`src/rtl/inmp441_style_i2s_transmitter.sv`:
```
// I2S master transmitter: divides clk into sck/ws and serializes one buffered
// left/right sample pair per frame, MSB first, one sck after each ws edge.
module inmp441_style_i2s_transmitter #(
    parameter int unsigned SCK_DIV_LOG2 = 3,
    parameter int unsigned SAMPLE_WIDTH = 24,
    parameter int unsigned SLOT_WIDTH   = 32
) (
    input  logic                    clk,
    input  logic                    reset_n,
    input  logic [SAMPLE_WIDTH-1:0] in_left,
    input  logic [SAMPLE_WIDTH-1:0] in_right,
    input  logic                    in_valid,
    output logic                    in_ready,
    output logic                    sck,
    output logic                    ws,
    output logic                    sd,
    output logic                    frame_start,
    output logic                    underrun
);

    localparam int unsigned SlotLog2 = $clog2(SLOT_WIDTH);
    localparam int unsigned PosWidth = SlotLog2 + 1;
    localparam int unsigned CntWidth = SCK_DIV_LOG2 + 1 + PosWidth;
    localparam int unsigned IdxWidth = (SAMPLE_WIDTH > 1) ? $clog2(SAMPLE_WIDTH) : 1;

    logic [CntWidth-1:0]     cnt_q, cnt_d;
    logic                    ws_q, ws_d;
    logic                    sd_q, sd_d;
    logic                    full_q, full_d;
    logic [SAMPLE_WIDTH-1:0] buf_left_q, buf_left_d;
    logic [SAMPLE_WIDTH-1:0] buf_right_q, buf_right_d;
    logic [SAMPLE_WIDTH-1:0] tx_left_q, tx_left_d;
    logic [SAMPLE_WIDTH-1:0] tx_right_q, tx_right_d;
    logic                    frame_start_q, frame_start_d;
    logic                    underrun_q, underrun_d;

    logic                    bit_edge;
    logic                    frame_edge;
    logic                    accept;
    logic [PosWidth-1:0]     pos_next;
    logic [SlotLog2-1:0]     offset;
    logic [SAMPLE_WIDTH-1:0] slot_sample;
    logic [IdxWidth-1:0]     bit_idx;
    logic                    in_range;

    always_comb begin
        cnt_d      = cnt_q + CntWidth'(1);
        bit_edge   = &cnt_q[SCK_DIV_LOG2:0];
        frame_edge = &cnt_q;
        accept     = in_valid & ~full_q;

        // ws/sd are computed for the bit position that starts after this edge
        pos_next    = cnt_d[CntWidth-1 -: PosWidth];
        offset      = pos_next[SlotLog2-1:0];
        slot_sample = pos_next[SlotLog2] ? tx_right_q : tx_left_q;
        in_range    = (offset != '0) && (32'(offset) <= SAMPLE_WIDTH);
        bit_idx     = IdxWidth'(SAMPLE_WIDTH - 32'(offset));

        ws_d = ws_q;
        sd_d = sd_q;
        if (bit_edge) begin
            ws_d = pos_next[SlotLog2];
            sd_d = in_range & slot_sample[bit_idx];
        end

        full_d        = full_q;
        buf_left_d    = buf_left_q;
        buf_right_d   = buf_right_q;
        tx_left_d     = tx_left_q;
        tx_right_d    = tx_right_q;
        frame_start_d = 1'b0;
        underrun_d    = 1'b0;

        if (frame_edge) begin
            frame_start_d = 1'b1;
            if (full_q) begin
                tx_left_d  = buf_left_q;
                tx_right_d = buf_right_q;
                full_d     = 1'b0;
            end else begin
                tx_left_d  = '0;
                tx_right_d = '0;
                underrun_d = 1'b1;
            end
        end

        // Only possible when the buffer was empty, so a same-edge load already saw silence
        if (accept) begin
            full_d      = 1'b1;
            buf_left_d  = in_left;
            buf_right_d = in_right;
        end
    end

    always_ff @(posedge clk) begin
        if (!reset_n) begin
            cnt_q         <= '0;
            ws_q          <= 1'b0;
            sd_q          <= 1'b0;
            full_q        <= 1'b0;
            buf_left_q    <= '0;
            buf_right_q   <= '0;
            tx_left_q     <= '0;
            tx_right_q    <= '0;
            frame_start_q <= 1'b0;
            underrun_q    <= 1'b0;
        end else begin
            cnt_q         <= cnt_d;
            ws_q          <= ws_d;
            sd_q          <= sd_d;
            full_q        <= full_d;
            buf_left_q    <= buf_left_d;
            buf_right_q   <= buf_right_d;
            tx_left_q     <= tx_left_d;
            tx_right_q    <= tx_right_d;
            frame_start_q <= frame_start_d;
            underrun_q    <= underrun_d;
        end
    end

    assign sck         = cnt_q[SCK_DIV_LOG2];
    assign ws          = ws_q;
    assign sd          = sd_q;
    assign in_ready    = ~full_q;
    assign frame_start = frame_start_q;
    assign underrun    = underrun_q;

endmodule

```
`config.mk`:
```
export PLATFORM = sky130hd
export DESIGN_NAME = inmp441_style_i2s_transmitter
export DESIGN_NICKNAME = d
export VERILOG_FILES = /design/src/rtl/inmp441_style_i2s_transmitter.sv
export SDC_FILE = /design/constraint.sdc
export NUM_CORES = 1
export LEC_CHECK = 0
export CORE_MARGIN = 4
export CORE_UTILIZATION = 54
export DETAILED_ROUTE_END_ITERATION = 8
export PLACE_DENSITY = 0.78
export SLEW_MARGIN = 0
export SYNTH_ARGS = -nofsm -noshare
export SYNTH_HDL_FRONTEND = slang
export SYNTH_SLANG_ARGS = --single-unit
```
`constraint.sdc`:
```
create_clock -name clk -period 4.7 [get_ports clk]
set_clock_uncertainty 0.1 [all_clocks]
set_input_delay 1.175 -clock clk [delete_from_list [all_inputs] [get_ports clk]]
set_output_delay 1.175 -clock clk [all_outputs]
set_load 0.02 [all_outputs]
```
==> reports/results.ini, run 1 <==
[drt]
ant_nets=0
routed_via_density=5.47
drc_violations_left=0
wire_per_inst_um=15.0
drt_pre_antenna_iters=4
first_iter_violations=160
routed-via-count=3295
routed_wl_um=9040

[synth]
postSynthNetCount=507
synth_async_sr_flop_share=0
ys_seq_area_frac=0.517
post_synthesis_cell_count=454
ys_seq_elements=111
post_synth_num_cell_types=50
synth_edf_count=0
average_size_of_a_mapped_cell_sq_um=9.47
synth_flop_cell=dfxtp_1
synth-warning-count=0
post_synth_instance_area_sq_um=4300

[global_route]
first_global_vias=3215
grt_first_pass_wirelength_um=15300
total_routing_usage_reported_by_global_routing=0.196
antenna_found_initial=0
global_route.overflow_total=0
largest_net_degree_at_the_start_of_global_routing=62

[pwr]
p_leak_nw=1.92
vdd_drop_max_v=0.000198
power_switching_share=0.230
p_comb_frac=0.068
clockPowerShare=0.358
portion_of_total_power_attributed_to_sequential_cells=0.574
power.switching_uw=395
power_report.internal_total_mw=1.32
powerDensity_nw_per_um2=336

[clock_network]
post_cts_resize_count=0
numCtsBuffers=9
post-cts-setup-buffer-count=0
path_clk_slew_ps=100
clockRootBuffer=clkbuf_8
clk_path_buf_depth=2
hold_buffers=0
tritoncts=built
cts.sinks=111
h_tree_depth_reported_by_cts=3
worst_skew_pair.late_latency_ps=370

[job]
maxCapViolCount=0

[timing]
grt_setup_unrepaired=no
finalSetupViolCount=0
timing_max_transition_violations_final=0
finalSetupTns_ps=0
clock.fmax_mhz=243
fin_crit_ps=4110
period_share=0.874
worst_slew_margin_rel=0.307
hold_viol=0
worst-slew-pin-transition_ps=1040
timing.hold.ws_ps=362

[critical_path]
worstPathMaxFanout=12
reg2reg_slack_ps=590
critical_path_class=reg2reg
crit_path_capture_type=flip-flop
critical_path_arrival_ps=4250
worst_r2r_path_cells=12
timing.critical_path.max_delay_family=XOR/XNOR gates
max_stage_delay_ps=590
critical_path_s_slowest_cell=xnor2_2
crit_path_start_kind=flip-flop
stages_on_worst_setup_path=12
worst_ep_required_time_ps=4840
cp_cell_sequence=ha_1 -> nand3_2 -> xnor2_2 -> inv_1 -> ha_1 -> xor2_2 -> xnor2_2 -> and2_0 -> a2111oi_0 -> nor4_1 -> nor4_1 -> a211oi_1
worst-path-buf-inv=1

[finish]
fin_nets=548
seq_area_sq_um=2220
antenna-diode-count=0
post-route-cell-area_sq_um=5120
synthToLayoutAreaGrowth_pct=19.0
multi_input_comb_area_sq_um=1920
layout-drive-gt1-share=0.0780
final_util=0.663
fillerInstances=624

[floorplan]
die_w_um=97.3
floorplan.initialDensity=0.557
std_cell_rows=32
fp.dieH_um=97.3
placeableCoreArea_sq_um=7730
dieArea_sq_um=9460
top_level_ports=57

[run_status]
result_of_the_run=complete, no violations

[placed_design]
detailedPlacementHpwl_um=6120
gp_congestion=0.847
place.port_buffers=56
dpl-instance-area_sq_um=4890

[hold_path]
hold_path_class=reg2reg
hold_path_depth=2

[cell families after synthesis]
group | Yosys count | synth area share
AND/OR/NAND/NOR | 153 | 0.154
AO/OA/AOI/OAI | 121 | 0.199
flip-flops | 111 | 0.517
buffers and inverters | 37 | 0.0413
multiplexers | 17 | 0.0474
XOR/XNOR | 13 | 0.0352
adder cells (fa/ha/maj) | 2 | 0.00582
[path summary, 6_finish.rpt]
| check | from | to |
|---|---|---|
| min | buf_left_q[7] | buf_left_q[7] |
| max | cnt_q[0] | sd |
| max reg2reg | cnt_q[0] | sd |
| min reg2reg | buf_left_q[7] | buf_left_q[7] |
[flip-flops by register name (all words and copies together) (netlist names)]
signal	count
frame_start	1
tx_right_q	24
underrun	1
full_q	1
buf_right_q	24
ws	1
buf_left_q	24
tx_left_q	24
cnt_q	10
sd	1
[routing by layer]
metal | track usage | share of wire | vias to the layer above
li1 | - | - | 1674
met1 | 0.254 | 0.46 | 1540
met2 | 0.325 | 0.49 | 70
met3 | 0.0316 | 0.042 | 11
met4 | 0.0809 | 0.012 | 0
met5 | 0 | 0 | -
[synth_stat cells, types with 3 or more instances]
library cell / n / share of area
xor2_2: 3 / 0.011
mux2i_1: 11 / 0.026
inv_1: 4 / 0.0035
nand2_1: 106 / 0.092
clkbuf_1: 22 / 0.019
nor4_1: 4 / 0.0058
nor2_1: 16 / 0.014
buf_2: 4 / 0.0047
and2_1: 4 / 0.0058
a211oi_1: 3 / 0.0052
nand3_1: 7 / 0.0081
a21oi_1: 53 / 0.062
nand4_1: 3 / 0.0044
dfxtp_1: 111 / 0.52
a22o_1: 48 / 0.098
a2111oi_0: 3 / 0.0061
xor2_1: 3 / 0.0061
buf_6: 4 / 0.010
xnor2_1: 5 / 0.010
[cells in the final DEF (no fill, tap or decap), drive strengths merged, types with 3 or more instances in the layout]
cell type / synthesis / final
clkdlybuf4s50: 0 / 56
a2111oi: 5 / 5
nor2: 17 / 17
mux2: 4 / 4
inv: 5 / 7
nand2: 106 / 106
a21oi: 53 / 53
nand3: 8 / 8
a211oi: 3 / 3
xnor2: 7 / 7
dfxtp: 111 / 111
clkbuf: 22 / 12
buf: 10 / 6
mux2i: 11 / 11
nand4: 3 / 3
a22o: 48 / 48
and2: 5 / 5
xor2: 6 / 6
nor4: 4 / 4
[power by group through the flow]
stage               sequential [mW]  clock, mW  combinational [mW]
global placement               1.01          0               0.115
detailed placement             1.01          0               0.119
floorplan                      1.00          0              0.0614
CTS                           0.986      0.626               0.119
finish                        0.986      0.615               0.118
global route                  0.989      0.662               0.132
[area by class of cell]
class,count,area share
clock buffers,12,0.0323
clock inverters,4,0.0115
inverters,5,0.00367
multi-input cells,306,0.375
flip-flops and latches,111,0.434
well taps,102,0.0249
repair buffers,62,0.118
[worst min-delay path, stage by stage, from the launching register on]
cell and delay (ps):
dfxtp_1 320, nand2_1 50, a21oi_1 50
[stage by stage]
stage	std cells	power (mW)	setup slack, ps
floorplan	454	1.06	1360
global placement	586	1.12	618
detailed placement	586	1.13	403
CTS	602	1.73	344
global route	602	1.78	212
finish	602	1.72	592
Power figures use the tool's default switching activity.
==> run 2, diff against run 1 <==
Settings changed: CORE_ASPECT_RATIO from default to 1.4.
==> run 2 against run 1 <==
Net effect:
- wire length is 2.3% lower
- critical path depth stayed put
- hold slack worse by 1.6 ps
- critical endpoint unchanged
- non-clock buffer count is 1 higher
==> reports/results.ini, run 2 (synthesis gave the netlist of run 1 again) <==
[run_status]
result_of_the_run=complete, no violations

[drt]
routed_via_density=5.55  ; +1.4%
ant_nets=0  ; unchanged
routed-via-count=3334  ; +1.2%
drc_violations_left=0  ; unchanged
wire_per_inst_um=14.7  ; -2.1%
routed_wl_um=8840  ; -2.3%
first_iter_violations=178  ; +11%
drt_pre_antenna_iters=4  ; unchanged

[clock_network]
clockRootBuffer=clkbuf_8
tritoncts=built
numCtsBuffers=9  ; unchanged
hold_buffers=0  ; unchanged
post_cts_resize_count=0  ; unchanged
worst_skew_pair.late_latency_ps=370  ; about the same
clk_path_buf_depth=2  ; unchanged
h_tree_depth_reported_by_cts=3  ; unchanged
cts.sinks=111  ; unchanged
path_clk_slew_ps=100  ; about the same
post-cts-setup-buffer-count=0  ; unchanged

[critical_path]
crit_path_capture_type=flip-flop
worst_r2r_path_cells=12  ; unchanged
crit_path_start_kind=flip-flop
worstPathMaxFanout=12  ; unchanged
worstSetupEndpoint=sd
r2r_start=cnt_q[0]
reg2reg_slack_ps=510  ; -90 ps
worst_setup_path_startpoint=cnt_q[0]
critical_path_arrival_ps=4380  ; +130 ps
critical_path_class=reg2reg
r2r-end=sd
worst_ep_required_time_ps=4890  ; +50 ps

[global_route]
largest_net_degree_at_the_start_of_global_routing=62  ; unchanged
first_global_vias=3124  ; -2.8%
grt_first_pass_wirelength_um=14800  ; -3.2%
total_routing_usage_reported_by_global_routing=0.193  ; -0.00334
global_route.overflow_total=0  ; unchanged
antenna_found_initial=0  ; unchanged

[hold_path]
hold_path_class=reg2reg

[finish]
layout-drive-gt1-share=0.0758  ; -0.00215
fin_nets=549  ; +0.18%
antenna-diode-count=0  ; unchanged
most_frequent_standard_cell_in_the_layout_excluding_fill_and_tap_cells=dfxtp_1
final_util=0.658  ; -0.00467
fillerInstances=655  ; +5.0%
mostFrequentLayoutCells=dfxtp_1, nand2_1, clkdlybuf4s50_1, a21oi_1, a22o_1
synthToLayoutAreaGrowth_pct=18.5
finish.cell_count_without_fillers=601  ; -0.17%

[timing]
finalSetupViolCount=0  ; unchanged
hold_viol=0  ; unchanged
finalSetupTns_ps=0  ; unchanged
clock.fmax_mhz=238  ; -2.0%
worst_slew_margin_rel=0.340  ; +0.0330
fin_crit_ps=4190  ; +85.4 ps
worst-slew-pin-transition_ps=987  ; -49.4 ps
timing.hold.ws_ps=360  ; -1.61 ps
grt_setup_unrepaired=no
period_share=0.892  ; +0.0182
timing_max_transition_violations_final=0  ; unchanged

[floorplan]
std_cell_rows=38  ; +19%
fp.dieH_um=114  ; +17%
die_w_um=83.4  ; -14%
top_level_ports=57  ; unchanged
placeableCoreArea_sq_um=7750  ; +0.29%
floorplan.initialDensity=0.555  ; -0.00162
dieArea_sq_um=9480  ; +0.22%

[pwr]
p_leak_nw=1.90  ; -0.95%
vdd_drop_max_v=0.000163  ; -18%
powerDensity_nw_per_um2=330  ; -1.7%
sum_of_internal_switching_and_leakage_power_mw=1.68  ; -2.1%

[placed_design]
placed_cells_incl_taps=585  ; -0.17%
gp_congestion=0.875  ; +3.2%
detailedPlacementHpwl_um=6170  ; +0.94%
place.port_buffers=56  ; unchanged

[job]
maxCapViolCount=0  ; unchanged

run 2: worst min path at each step:
stage	from	to	slack (ps)	cells past startpoint
floorplan	buf_left_q[0]	buf_left_q[0]	340	2
global placement	buf_right_q[16]	buf_right_q[16]	340	2
detailed placement	buf_left_q[13]	buf_left_q[13]	350	2
CTS	buf_left_q[13]	buf_left_q[13]	360	2
global route	buf_left_q[0]	buf_left_q[0]	380	2
finish	buf_left_q[14]	buf_left_q[14]	360	2
run 2: through the flow:
step | instance area, sq um | worst slack (ps)
after floorplan | 4300 | 1360
final | 5100 | 507
after global routing | 5100 | 195
after CTS | 5100 | 505
after detailed placement | 4890 | 564
after global placement | 4890 | 803
run 2: where the power goes:
group	switching [mW]	internal, mW
registers	0.0174	0.968
logic	0.0581	0.0588
clock network	0.314	0.266
total	0.390	1.29
run 2: final cells by class:
| class | count | area (sq um) | area share |
|---|---|---|---|
| Sequential cell | 111 | 2220 | 0.436 |
| Multi-Input combinational cell | 306 | 1910 | 0.375 |
| Timing Repair Buffer | 63 | 613 | 0.120 |
| Clock buffer | 11 | 141 | 0.0277 |
| Tap cell | 100 | 125 | 0.0245 |
| Clock inverter | 5 | 63.8 | 0.0125 |
| Inverter | 5 | 18.8 | 0.00368 |
run 2: worst max-delay path, cell delays in order (launching register included):
cell       delay (ps)
dfxtp_1           430
ha_1              230
nand3_2           270
xnor2_2           610
inv_1             340
ha_1              330
xor2_2            180
xnor2_1           520
buf_4             250
mux2i_1            80
a2111oi_0         440
nor4_1            100
a211oi_1          230
run 2: per-layer routing:
metal | wire (um) | up-vias | track usage
li1 | - | 1679 | -
met1 | 3880 | 1565 | 0.231
met3 | 382 | 19 | 0.0405
met2 | 4380 | 71 | 0.331
met5 | 0 | - | 0
met4 | 195 | 0 | 0.0901
==> run 3, diff against run 2 <==
Clock period 4.7 ns to 4.6 ns, I/O delays scaled along.
==> run 3 against run 2 <==
Net effect:
- count of clock-buffer cells in the layout did not move
- power up 3.6%
- core utilization about the same
- largest power group unchanged
- highest routed layer unchanged
- cell count is 0.33% lower
- sequential power about the same
- first-iteration DRC count decreased by 1.7%
- clock power increased by 6.4%
- wire length is 0.50% lower
- setup slack got worse by 15 ps
- cell area is essentially flat
==> reports/results.ini, run 3 (synthesis gave the netlist of run 1 again) <==
[global_route]
total_routing_usage_reported_by_global_routing=0.189  ; -0.00358
largest_net_degree_at_the_start_of_global_routing=62  ; unchanged
global_route.overflow_total=0  ; unchanged
antenna_found_initial=0  ; unchanged
grt_first_pass_wirelength_um=14500  ; -1.9%
first_global_vias=3061  ; -2.0%

[placed_design]
gp_congestion=0.894  ; +2.3%
detailedPlacementHpwl_um=6040  ; -2.1%
placed_cells_incl_taps=584  ; -0.17%
place.port_buffers=56  ; unchanged

[finish]
fillerInstances=646  ; -1.4%
finish.cell_count_without_fillers=599  ; -0.33%
multi_input_comb_area_sq_um=1910  ; unchanged
most_frequent_standard_cell_in_the_layout_excluding_fill_and_tap_cells=dfxtp_1
seq_area_sq_um=2220  ; unchanged
final_util=0.658  ; about the same
layout-drive-gt1-share=0.0721  ; -0.00370
antenna-diode-count=0  ; unchanged
fin_nets=548  ; -0.18%
synthToLayoutAreaGrowth_pct=18.5  ; about the same
mostFrequentLayoutCells=dfxtp_1, nand2_1, clkdlybuf4s50_1, a21oi_1, a22o_1

[critical_path]
crit_path_capture_type=flip-flop
critical_path_class=reg2reg
critical_path_arrival_ps=4260  ; -120 ps
worst_r2r_path_cells=13  ; +1
crit_path_start_kind=flip-flop
worst_ep_required_time_ps=4760  ; -130 ps
worstPathMaxFanout=15  ; +3

[floorplan]
fp.dieH_um=114  ; unchanged
std_cell_rows=38  ; unchanged
placeableCoreArea_sq_um=7750  ; unchanged
die_w_um=83.4  ; unchanged
top_level_ports=57  ; unchanged
dieArea_sq_um=9480  ; unchanged
floorplan.initialDensity=0.555  ; unchanged

[clock_network]
tritoncts=built
clk_path_buf_depth=2  ; unchanged
cts.sinks=111  ; unchanged
path_clk_slew_ps=90  ; about the same
post_cts_resize_count=0  ; unchanged
numCtsBuffers=9  ; unchanged
hold_buffers=0  ; unchanged
post-cts-setup-buffer-count=0  ; unchanged
clockRootBuffer=clkbuf_8
worst_skew_pair.late_latency_ps=370  ; about the same
h_tree_depth_reported_by_cts=3  ; unchanged

[run_status]
result_of_the_run=complete, no violations

[timing]
period_share=0.893  ; about the same
timing_max_transition_violations_final=0  ; unchanged
fin_crit_ps=4110  ; -85.4 ps
clock.fmax_mhz=243  ; +2.1%
finalSetupTns_ps=0  ; unchanged
finalSetupViolCount=0  ; unchanged
worst-slew-pin-transition_ps=999  ; +11.9 ps
grt_setup_unrepaired=no
worst_slew_margin_rel=0.332  ; -0.00794
hold_viol=0  ; unchanged

[drt]
routed_via_density=5.44  ; -2.0%
ant_nets=0  ; unchanged
routed-via-count=3256  ; -2.3%
routed_wl_um=8790  ; -0.50%
drt_pre_antenna_iters=4  ; unchanged
drc_violations_left=0  ; unchanged
first_iter_violations=175  ; -1.7%
wire_per_inst_um=14.7  ; -0.17%

[hold_path]
hold_path_class=reg2reg
hold_path_depth=2  ; unchanged

[pwr]
p_leak_nw=1.90  ; +0.17%
vdd_drop_max_v=0.000240  ; +47%
powerDensity_nw_per_um2=342  ; +3.6%

[job]
maxCapViolCount=0  ; unchanged

-- run 3: final cells by class --
type                    instances  area share
flip-flops and latches        111       0.436
well taps                     100      0.0245
repair buffers                 62       0.119
multi-input cells             306       0.376
clock buffers                  11      0.0277
inverters                       5     0.00368
clock inverters                 4      0.0137
-- run 3: critical path: stages, from the launching register on --
cell and delay, ps:
dfxtp_1 430, ha_1 230, nand3_2 260, xnor2_2 600
inv_1 340, ha_1 330, xor2_2 180, xnor2_1 140
buf_4 200, and2_0 160, a2111oi_0 470, nor4_1 100
nor4_1 340, a211oi_1 80
-- run 3: through the flow --
stage | setup slack [ps] | hold WS, ps | instance area (sq um) | total power [mW]
after floorplan | 1260 | 336 | 4300 | 1.09
after global placement | 771 | 343 | 4890 | 1.15
after detailed placement | 566 | 346 | 4890 | 1.15
after CTS | 535 | 359 | 5100 | 1.76
after global routing | 183 | 378 | 5100 | 1.81
final | 492 | 358 | 5100 | 1.74
-- run 3: worst paths after layout --
kind / from / slack [ps] / endpoint
setup / recovery: cnt_q[0] / 490 / sd
hold / removal: buf_right_q[13] / 360 / buf_right_q[13]
setup reg to reg: cnt_q[0] / 490 / sd
hold reg to reg: buf_right_q[13] / 360 / buf_right_q[13]
-- run 3: layer usage --
metal	GRT usage	wire (um)
met1	0.229	3900
met2	0.328	4360
met3	0.0499	396
met4	0.0633	131
met5	0	0
-- run 3: power breakdown --
group	leakage (nW)	internal [mW]	total [mW]	switching, mW
Clock	0.109	0.317	0.617	0.300
Combinational	0.893	0.0601	0.119	0.0592
Sequential	0.902	0.989	1.01	0.0174
